--- config.mk ---
export PLATFORM = sky130hd
export DESIGN_NAME = shift_rows_pipe
export DESIGN_NICKNAME = d
export VERILOG_FILES = /design/src/rtl/shift_rows_pipe.sv
export SDC_FILE = /design/constraint.sdc
export NUM_CORES = 1
export LEC_CHECK = 0
export ABC_CLOCK_PERIOD_IN_PS = 3950
export CORE_MARGIN = 2
export CORE_UTILIZATION = 48
export DETAILED_ROUTE_END_ITERATION = 8
export PLACE_DENSITY = 0.77
export SLEW_MARGIN = 20
export SYNTH_ARGS = -nofsm -noshare
export SYNTH_HDL_FRONTEND = slang
export SYNTH_SLANG_ARGS = --single-unit
--- constraint.sdc ---
create_clock -name clk -period 3.95 [get_ports clk]
set_clock_uncertainty 0.1 [all_clocks]
set_input_delay 0.79 -clock clk [delete_from_list [all_inputs] [get_ports clk]]
set_output_delay 0.79 -clock clk [all_outputs]
set_load 0.02 [all_outputs]
--- src/rtl/shift_rows_pipe.sv ---
// Registered ShiftRows / InvShiftRows stage with a 2-entry valid/ready output FIFO.
// Define SR_BYPASS_EN to add the per-entry in_bypass port (store the state unshifted).
module shift_rows_pipe #(
    parameter int NB    = 4,
    parameter int TAG_W = 4
) (
    input  logic              clk,
    input  logic              rst_n,
    input  logic              flush,
    input  logic              in_valid,
    output logic              in_ready,
    input  logic              in_inv,
`ifdef SR_BYPASS_EN
    input  logic              in_bypass,
`endif
    input  logic [32*NB-1:0]  in_data,
    input  logic [TAG_W-1:0]  in_tag,
    output logic              out_valid,
    input  logic              out_ready,
    output logic [32*NB-1:0]  out_data,
    output logic [TAG_W-1:0]  out_tag,
    output logic [1:0]        occupancy
);

    localparam int W  = 32 * NB;
    localparam int S1 = 1;
    localparam int S2 = (NB == 8) ? 3 : 2;
    localparam int S3 = (NB >= 7) ? 4 : 3;

    if (NB < 4 || NB > 8) begin : g_nb_check
        $error("shift_rows_pipe: NB must be in 4..8");
    end

    // Handshake: a transfer happens on a rising edge where valid & ready are both high;
    // in_ready and out_valid come only from registered occupancy, never from the other side.

    function automatic logic [W-1:0] shift_rows(input logic [W-1:0] d, input logic inv);
        logic [W-1:0] res;
        int           s;
        int           src_f;
        int           src_i;
        res = '0;
        for (int r = 0; r < 4; r++) begin
            s = (r == 0) ? 0 : (r == 1) ? S1 : (r == 2) ? S2 : S3;
            for (int c = 0; c < NB; c++) begin
                src_f = (c + s) % NB;
                src_i = (c - s + NB) % NB;
                res[W-1-8*(r+4*c) -: 8] = inv ? d[W-1-8*(r+4*src_i) -: 8]
                                              : d[W-1-8*(r+4*src_f) -: 8];
            end
        end
        return res;
    endfunction

    logic [W-1:0]     xform_data;
    logic [W-1:0]     data_q [2];
    logic [TAG_W-1:0] tag_q  [2];
    logic             wr_ptr_q, wr_ptr_d;
    logic             rd_ptr_q, rd_ptr_d;
    logic [1:0]       count_q, count_d;
    logic             push;
    logic             pop;

`ifdef SR_BYPASS_EN
    assign xform_data = in_bypass ? in_data : shift_rows(in_data, in_inv);
`else
    assign xform_data = shift_rows(in_data, in_inv);
`endif

    assign in_ready  = (count_q < 2'd2);
    assign out_valid = (count_q != 2'd0);
    assign occupancy = count_q;
    assign out_data  = data_q[rd_ptr_q];
    assign out_tag   = tag_q[rd_ptr_q];

    // flush wins over any push or pop in the same cycle
    assign push = in_valid & in_ready & ~flush;
    assign pop  = out_valid & out_ready & ~flush;

    always_comb begin
        count_d  = count_q;
        wr_ptr_d = wr_ptr_q;
        rd_ptr_d = rd_ptr_q;
        if (flush) begin
            count_d  = 2'd0;
            wr_ptr_d = 1'b0;
            rd_ptr_d = 1'b0;
        end else begin
            if (push) wr_ptr_d = ~wr_ptr_q;
            if (pop)  rd_ptr_d = ~rd_ptr_q;
            case ({push, pop})
                2'b10:   count_d = count_q + 2'd1;
                2'b01:   count_d = count_q - 2'd1;
                default: count_d = count_q;
            endcase
        end
    end

    always_ff @(posedge clk or negedge rst_n) begin
        if (!rst_n) begin
            count_q  <= 2'd0;
            wr_ptr_q <= 1'b0;
            rd_ptr_q <= 1'b0;
        end else begin
            count_q  <= count_d;
            wr_ptr_q <= wr_ptr_d;
            rd_ptr_q <= rd_ptr_d;
        end
    end

    always_ff @(posedge clk or negedge rst_n) begin
        if (!rst_n) begin
            for (int i = 0; i < 2; i++) begin
                data_q[i] <= '0;
                tag_q[i]  <= '0;
            end
        end else if (push) begin
            data_q[wr_ptr_q] <= xform_data;
            tag_q[wr_ptr_q]  <= in_tag;
        end
    end

endmodule

==> tab_implementation.tex, run 1 <==
\begin{tabular}{lr}
\hline
Metric & Value \\
\hline
\multicolumn{2}{l}{\textbf{Detailed routing}} \\
\quad Overall routed net length & 27600 um \\
\quad Count of routing violations after the opening detailed-route iteration & 483 \\
\quad Remaining antenna violation count after routing & 0 \\
\quad Detailed Routing Iterations Pass 1 & 4 \\
\quad DR DRC count & 0 \\
\quad Routed WL per cell & 18.0 um \\
\quad Mean number of vias per cell & 5.26 \\
\quad Total via count after detailed routing & 8106 \\
\multicolumn{2}{l}{\textbf{Die}} \\
\quad Die X-Extent & 162 um \\
\quad Num ports & 274 \\
\quad Number of placement rows & 57 \\
\quad Initial Util & 49.0\% \\
\quad Height of the die & 162 um \\
\quad Core Footprint & 24400 um\^{}2 \\
\quad Die outline area & 26200 um\^{}2 \\
\multicolumn{2}{l}{\textbf{Timing}} \\
\quad Total count of hold-check failures in the final report & 0 \\
\quad Fin Setup TNS & 0 ns \\
\quad Slew Limit Fails & 0 \\
\quad Max transition margin & 33.8\% \\
\quad Final critical path time including I/O delays and setup & 3.53 ns \\
\quad Top achievable clock speed & 283 MHz \\
\quad Period utilisation layout & 89.3\% \\
\quad Setup slack of the critical path after layout & 0.423 ns \\
\quad Transition at the pin with the smallest max-transition slack & 0.994 ns \\
\quad Setup-failing EPs final & 0 \\
\quad Unrepaired setup endpoints after global routing & false \\
\multicolumn{2}{l}{\textbf{Final layout}} \\
\quad P\&R area growth vs syn & 33.4\% \\
\quad Fraction of final layout cells sized beyond drive strength 1 & 27.2\% \\
\quad Filler cells & 1857 \\
\quad Number of cells in the finished layout apart from fillers & 1540 \\
\quad Count of nets after finishing & 1332 \\
\quad Design area & 15900 um\^{}2 \\
\multicolumn{2}{l}{\textbf{Synth}} \\
\quad Synthesized instance count & 942 \\
\quad Most used standard cells in the synthesized netlist & 268 x sky130\_fd\_sc\_hd\_\_dfrtp\_1, 262 x sky130\_fd\_sc\_hd\_\_mux2\_2, 130 x sky130\_fd\_sc\_hd\_\_nor2\_1, 129 x sky130\_fd\_sc\_hd\_\_a21oi\_1, 64 x sky130\_fd\_sc\_hd\_\_mux2i\_1 \\
\quad Post-synthesis average cell area & 12.7 um\^{}2 \\
\quad Top cells by area, synth & sky130\_fd\_sc\_hd\_\_dfrtp\_1 56\%, sky130\_fd\_sc\_hd\_\_mux2\_2 25\%, sky130\_fd\_sc\_hd\_\_a21oi\_1 5.4\%, sky130\_fd\_sc\_hd\_\_mux2i\_1 5.4\%, sky130\_fd\_sc\_hd\_\_nor2\_1 4.1\% \\
\quad Fraction of synthesis flops using an asynchronous set or reset pin & 100\% \\
\quad Most frequent cell after synthesis & sky130\_fd\_sc\_hd\_\_dfrtp\_1 \\
\quad Yosys warns & 0 \\
\quad Netlist area before placement & 11900 um\^{}2 \\
\quad Post-synthesis register bit count & 268 \\
\quad Count of distinct cell types in the synthesized netlist & 24 \\
\quad Most instantiated flip-flop cell in the synthesis netlist & sky130\_fd\_sc\_hd\_\_dfrtp\_1 \\
\quad Mapped Nets & 1080 \\
\quad Part of the Yosys area used for sequential elements & 56.2\% \\
\quad Area leader, netlist & sky130\_fd\_sc\_hd\_\_dfrtp\_1 \\
\quad Count of flip-flops with a built-in enable after synthesis & 0 \\
\quad Share of Yosys cell area claimed by the top area cell type & 56.2\% \\
\multicolumn{2}{l}{\textbf{Worst setup path}} \\
\quad Slowest cell on the critical path & sky130\_fd\_sc\_hd\_\_dfrtp\_4 \\
\quad Setup Crit Path Kind & flop to primary output \\
\quad Crit path arrival time & 2.64 ns \\
\quad Endpoint kind of the worst setup timing path & primary output \\
\quad Gate family responsible for the most delay along the worst path & buffers and inverters \\
\quad Critical path cell sequence & buf\_12, mux2\_2, clkdlybuf4s50\_1 \\
\quad Largest driver fanout on the critical path & 54 \\
\quad Worst Path Required & 3.06 ns \\
\quad Worst setup SP type & flop \\
\quad Crit path largest cell delay & 0.74 ns \\
\quad Buffering stage count on the worst path with inverters included & 2 \\
\multicolumn{2}{l}{\textbf{Global routing}} \\
\quad Number of global-route vias before repair & 8395 \\
\quad GRT Overall Usage & 21.0\% \\
\quad Maximum number of pins on one net before global-route repair & 103 \\
\quad Total grt overflow & 0 \\
\quad Number of antenna violations at the first check in global routing & 1 \\
\quad Global-route wire length before repair & 44600 um \\
\multicolumn{2}{l}{\textbf{Placement}} \\
\quad Half-perimeter wire length after detailed placement & 18600 um \\
\quad Number of cells in the design after placement & 1487 \\
\quad Weighted congestion at the end of routability-driven global placement & 0.806 \\
\quad Cell area after placement & 15000 um\^{}2 \\
\quad Input/output buffers & 273 \\
\quad Place WS & 0.956 ns \\
\multicolumn{2}{l}{\textbf{Clocking}} \\
\quad TritonCTS clock tree & done \\
\quad Max Buffers Root-to-Sink & 3 \\
\quad Buffer count from post-CTS setup fixing & 0 \\
\quad Clock slew at the register clock pins of the worst setup and hold paths & 0.06 ns \\
\quad Root cell of the clock tree & sky130\_fd\_sc\_hd\_\_clkbuf\_16 \\
\quad CTS-repair resized insts & 0 \\
\quad H-tree Lvls & 1 \\
\quad Number of buffers created by CTS & 29 \\
\quad CTS hold repair buffers & 0 \\
\quad Clock sink count & 268 \\
\quad Worst skew pair latency & 0.53 ns \\
\multicolumn{2}{l}{\textbf{Power}} \\
\quad Sw Pwr & 2.82 mW \\
\quad Fraction of power spent switching nets & 29.6\% \\
\quad Portion of total power attributed to the clock network & 27.4\% \\
\quad Combinational share of power & 31.0\% \\
\quad Max VDD drop & 0.406 mV \\
\quad Portion of total power attributed to sequential cells & 41.6\% \\
\quad Cell-internal power & 6.69 mW \\
\quad Power density relative to cell area & 597 nW/um\^{}2 \\
\quad Leak Pwr & 6.55 nW \\
\multicolumn{2}{l}{\textbf{Worst hold path}} \\
\quad Hold WC Path Type & input port to asynchronous set/reset pin \\
\multicolumn{2}{l}{\textbf{Status}} \\
\quad Status & completed \\
\multicolumn{2}{l}{\textbf{Run}} \\
\quad Number of max-cap violations & 0 \\
\hline
\end{tabular}
==> worst reg2reg max path, delay by kind of cell, from the launching register on <==
kind	cells	cell delay (ns)
and+or+nand+nor	1	0.54
DFF	1	0.54
muxes	1	0.47
buffers and inverters	1	0.38
==> power by group through the flow <==
stage	logic, mW	clock network (mW)	registers [mW]
after floorplan	1.83	0	3.83
after global placement	2.90	0	3.97
after detailed placement	2.96	0	4.00
after CTS	2.98	2.67	3.96
after global routing	3.17	2.79	4.06
final	2.95	2.61	3.96
==> cell type report <==
class                           instances  area, um^2  area share [%]
Clock buffer                           43         888            5.58
Clock inverter                          9        48.8           0.306
Inverter                                1        3.75          0.0236
Tap cell                              324         405            2.55
Timing Repair Buffer                  287        2940            18.5
Antenna cell                            1        2.50          0.0157
Multi-Input combinational cell        607        4930            30.9
Sequential cell                       268        6710            42.1
==> per-stage QoR <==
step / power, mW / util, % / hold WS [ns]
floorplan: 5.66 / - / 0.354
global placement: 6.88 / 61.4 / 0.364
detailed placement: 6.96 / 61.4 / 0.376
CTS: 9.62 / 65.3 / 0.176
global route: 10.0 / 65.3 / 0.207
finish: 9.51 / 65.3 / 0.167
==> layout by cell type (no fill, tap or decap), drive strengths merged <==
master         netlist  layout
clkbuf              14      43
a31oi                1       1
nand2b               2       2
inv                  1       2
or2                  1       1
buf                 52      16
nand2                2       2
a21o                 1       1
mux2               268     268
nor4bb               1       1
clkinv               0       8
nor2               130     130
o21ai                2       2
clkdlybuf4s50        0     271
xnor2                1       1
xor2                 1       1
dfrtp              268     268
a21oi              129     129
nand3b               1       1
nor4b                1       1
mux2i               64      64
diode                0       1
nor2b                2       2
==> state kept, by name, summed over array words and instances (netlist names) <==
register   cells
occupancy      2
data_q       256
tag_q          8
wr_ptr_q       1
rd_ptr_q       1
==> kinds of logic (layout without fill, tap and decap cells) <==
group,after synthesis,in the layout,share of synthesized area [%]
flops,268,268,56.2
xor+xnor,2,2,0.147
buf+inv,67,340,2.69
mux,332,332,30.6
other cells,0,1,0
simple gates,140,140,4.76
compound gates,133,133,5.61
==> path summary, 6_finish.rpt <==
| check | end | start | cells past startpoint | slack, ns |
|---|---|---|---|---|
| max in group asynchronous | rd_ptr_q | rst_n | 2 | 2.72 |
| worst max-delay path | out_data[23] | rd_ptr_q | 3 | 0.42 |
| min in group clk | data_q[205] | data_q[205] | 1 | 0.39 |
| worst max register to register | data_q[61] | occupancy[1] | 3 | 1.79 |
| worst min register to register | data_q[205] | data_q[205] | 1 | 0.39 |
| worst min-delay path | data_q[62] | rst_n | 1 | 0.17 |
==> metal layers <==
metal / up-vias / wire [um] / share of wire [%] / GRT usage, %
met5: - / 0 / 0 / 0
met4: 0 / 709 / 2.6 / 6.07
met3: 53 / 1800 / 6.5 / 4.72
met2: 229 / 13000 / 47 / 33.8
met1: 4003 / 12100 / 44 / 28.9
li1: 3821 / - / - / -
No activity file was read; power rests on OpenSTA's default activity.
==> run 2: changes to the inputs <==
- CORE_ASPECT_RATIO: default -> 0.9
- CORE_UTILIZATION: 48 -> 40
- PLACE_DENSITY: 0.77 -> 0.66
- SLEW_MARGIN: 20 -> default
==> run 2 against run 1 <==
Effect of this change: design area is 0.69% higher; via count is 2.1% lower; sequential share of layout area is 0.29 points lower; die area is 19% higher; global-route usage is 3.2 points lower; critical path depth stayed put; flip-flop and latch count stayed put; first-iteration DRC count is 12% lower; routed wire length is 1.9% higher; highest routed layer unchanged.
==> tab_implementation.tex, run 2 (same netlist as run 1, synthesis figures left out) <==
\begin{tabular}{lr}
\hline
Metric & Value \\
\hline
\multicolumn{2}{l}{\textbf{Final layout}} \\
\quad Fraction of final layout cells sized beyond drive strength 1 & 27.1\% \\
\quad Count of nets after finishing & 1331 \\
\quad Most common cell after layout, fill and taps aside & sky130\_fd\_sc\_hd\_\_clkdlybuf4s50\_1 \\
\quad Area of combinational cells with multiple inputs & 4930 um\^{}2 \\
\quad Register containing the most flip-flops in the final layout & data\_q \\
\quad Leading cell types in the layout, fill and taps excluded & 271 x sky130\_fd\_sc\_hd\_\_clkdlybuf4s50\_1, 267 x sky130\_fd\_sc\_hd\_\_dfrtp\_1, 262 x sky130\_fd\_sc\_hd\_\_mux2\_2, 130 x sky130\_fd\_sc\_hd\_\_nor2\_1, 129 x sky130\_fd\_sc\_hd\_\_a21oi\_1 \\
\quad Total inserted antenna cells & 0 \\
\quad Area occupied by registers & 6710 um\^{}2 \\
\quad Number of flip-flops in the largest register & 256 \\
\quad P\&R area growth vs syn & 34.3\% \\
\quad Filler cells & 2498 \\
\multicolumn{2}{l}{\textbf{Timing}} \\
\quad Period utilisation layout & 86.2\% \\
\quad Unrepaired setup endpoints after global routing & false \\
\quad Setup-failing EPs final & 0 \\
\quad Top achievable clock speed & 294 MHz \\
\quad Fin Setup TNS & 0 ns \\
\quad Max transition margin & 42.3\% \\
\quad Setup slack of the critical path after layout & 0.546 ns \\
\quad Total count of hold-check failures in the final report & 0 \\
\quad Final critical path time including I/O delays and setup & 3.40 ns \\
\quad Transition at the pin with the smallest max-transition slack & 0.865 ns \\
\quad Slew Limit Fails & 0 \\
\multicolumn{2}{l}{\textbf{Clocking}} \\
\quad CTS-repair resized insts & 0 \\
\quad CTS hold repair buffers & 0 \\
\quad Number of buffers created by CTS & 29 \\
\quad Max Buffers Root-to-Sink & 3 \\
\quad Worst skew pair latency & 0.53 ns \\
\quad Clock slew at the register clock pins of the worst setup and hold paths & 0.06 ns \\
\quad Buffer count from post-CTS setup fixing & 0 \\
\quad Clock sink count & 268 \\
\quad TritonCTS clock tree & done \\
\quad H-tree Lvls & 1 \\
\quad Root cell of the clock tree & sky130\_fd\_sc\_hd\_\_clkbuf\_16 \\
\multicolumn{2}{l}{\textbf{Worst setup path}} \\
\quad Worst Path Required & 3.06 ns \\
\quad Worst setup SP type & flop \\
\quad Slowest cell on the critical path & sky130\_fd\_sc\_hd\_\_clkdlybuf4s50\_1 \\
\quad Critical path cell sequence & buf\_12, mux2\_2, clkdlybuf4s50\_1 \\
\quad Endpoint kind of the worst setup timing path & primary output \\
\quad Buffering stage count on the worst path with inverters included & 2 \\
\quad Crit path largest cell delay & 0.60 ns \\
\quad Worst reg2reg path depth & 3 \\
\quad Crit Reg-Reg Startpoint & occupancy[1] \\
\quad Largest driver fanout on the critical path & 102 \\
\quad Crit path arrival time & 2.51 ns \\
\quad Setup Crit Path Kind & flop to primary output \\
\quad Critical Path Stages & 3 \\
\quad Gate family responsible for the most delay along the worst path & buffers and inverters \\
\quad Reg2reg end & data\_q[170] \\
\quad Setup slack on the worst flop-to-flop path & 1.80 ns \\
\multicolumn{2}{l}{\textbf{Die}} \\
\quad Number of placement rows & 59 \\
\quad Num ports & 274 \\
\quad Initial Util & 41.0\% \\
\quad Die X-Extent & 186 um \\
\quad Core Footprint & 29200 um\^{}2 \\
\quad Height of the die & 168 um \\
\quad Die outline area & 31300 um\^{}2 \\
\multicolumn{2}{l}{\textbf{Placement}} \\
\quad Half-perimeter wire length after detailed placement & 18400 um \\
\quad Weighted congestion at the end of routability-driven global placement & 0.703 \\
\quad Place WS & 0.919 ns \\
\quad Input/output buffers & 273 \\
\multicolumn{2}{l}{\textbf{Global routing}} \\
\quad Number of antenna violations at the first check in global routing & 0 \\
\quad Number of global-route vias before repair & 8463 \\
\quad Global-route wire length before repair & 45000 um \\
\quad GRT Overall Usage & 17.9\% \\
\quad Total grt overflow & 0 \\
\quad Maximum number of pins on one net before global-route repair & 113 \\
\multicolumn{2}{l}{\textbf{Power}} \\
\quad Max VDD drop & 0.374 mV \\
\quad Leak Pwr & 6.54 nW \\
\quad Power density relative to cell area & 602 nW/um\^{}2 \\
\quad Power, Total & 9.66 mW \\
\multicolumn{2}{l}{\textbf{Worst hold path}} \\
\quad Hold WC Path Type & input port to asynchronous set/reset pin \\
\multicolumn{2}{l}{\textbf{Detailed routing}} \\
\quad Detailed Routing Iterations Pass 1 & 5 \\
\quad Overall routed net length & 28200 um \\
\quad Routed WL per cell & 17.5 um \\
\quad DR DRC count & 0 \\
\quad Remaining antenna violation count after routing & 0 \\
\quad Total via count after detailed routing & 7938 \\
\quad Mean number of vias per cell & 4.93 \\
\quad Count of routing violations after the opening detailed-route iteration & 423 \\
\multicolumn{2}{l}{\textbf{Status}} \\
\quad Status & completed \\
\multicolumn{2}{l}{\textbf{Run}} \\
\quad Number of max-cap violations & 0 \\
\hline
\end{tabular}
==> run 2: metal layers <==
metal  GRT usage, %  vias to the layer above  part of all wire [%]
li1               -                     3810                     -
met1           23.8                     3900                    44
met2           28.3                      200                    45
met3           6.49                       28                   9.0
met4           3.29                        0                   1.8
met5              0                        -                     0
==> run 2: metrics by stage <==
step	hold WS [ns]	util [%]	area [um^2]	std cells
after floorplan	0.354	-	11900	942
after global placement	0.367	51.6	15100	1558
after detailed placement	0.376	51.6	15100	1558
after CTS	0.168	55.0	16000	1609
after global routing	0.190	55.0	16000	1609
final	0.157	55.0	16000	1609
==> run 2: worst reg2reg max path, delay by kind of cell (launching register included) <==
family | cells | cell delay (ns)
multiplexers | 1 | 0.53
buffers and inverters | 1 | 0.41
AND/OR/NAND/NOR | 1 | 0.47
flip-flops | 1 | 0.53
==> run 2: worst max-delay path by stage <==
stage / from / endpoint / slack [ns]
final: rd_ptr_q / out_data[101] / 0.55
after global routing: rd_ptr_q / out_data[96] / 0.46
after CTS: rd_ptr_q / out_data[99] / 0.50
after detailed placement: flush / data_q[118] / 0.92
after global placement: flush / data_q[170] / 0.95
after floorplan: rd_ptr_q / out_data[100] / 1.64
==> run 2: cell type report <==
class / instances / area share (%)
clock inverter: 15 / 1.17
clock buffer: 36 / 4.94
inverter: 1 / 0.0234
sequential: 268 / 41.8
timing repair buffer: 286 / 18.2
multi-input combinational: 607 / 30.7
tap: 396 / 3.09
==> run 2: power breakdown <==
part	total [mW]	switching (mW)	internal, mW	leakage, nW
Sequential	3.90	0.366	3.53	3.08
Clock	2.78	1.10	1.68	0.470
Combinational	2.98	1.37	1.61	2.98
==> run 3: changes to the inputs <==
- CAP_MARGIN: default -> 25
==> results of run 3 <==
Final layout, timing and power as in run 2 (identical DEF).
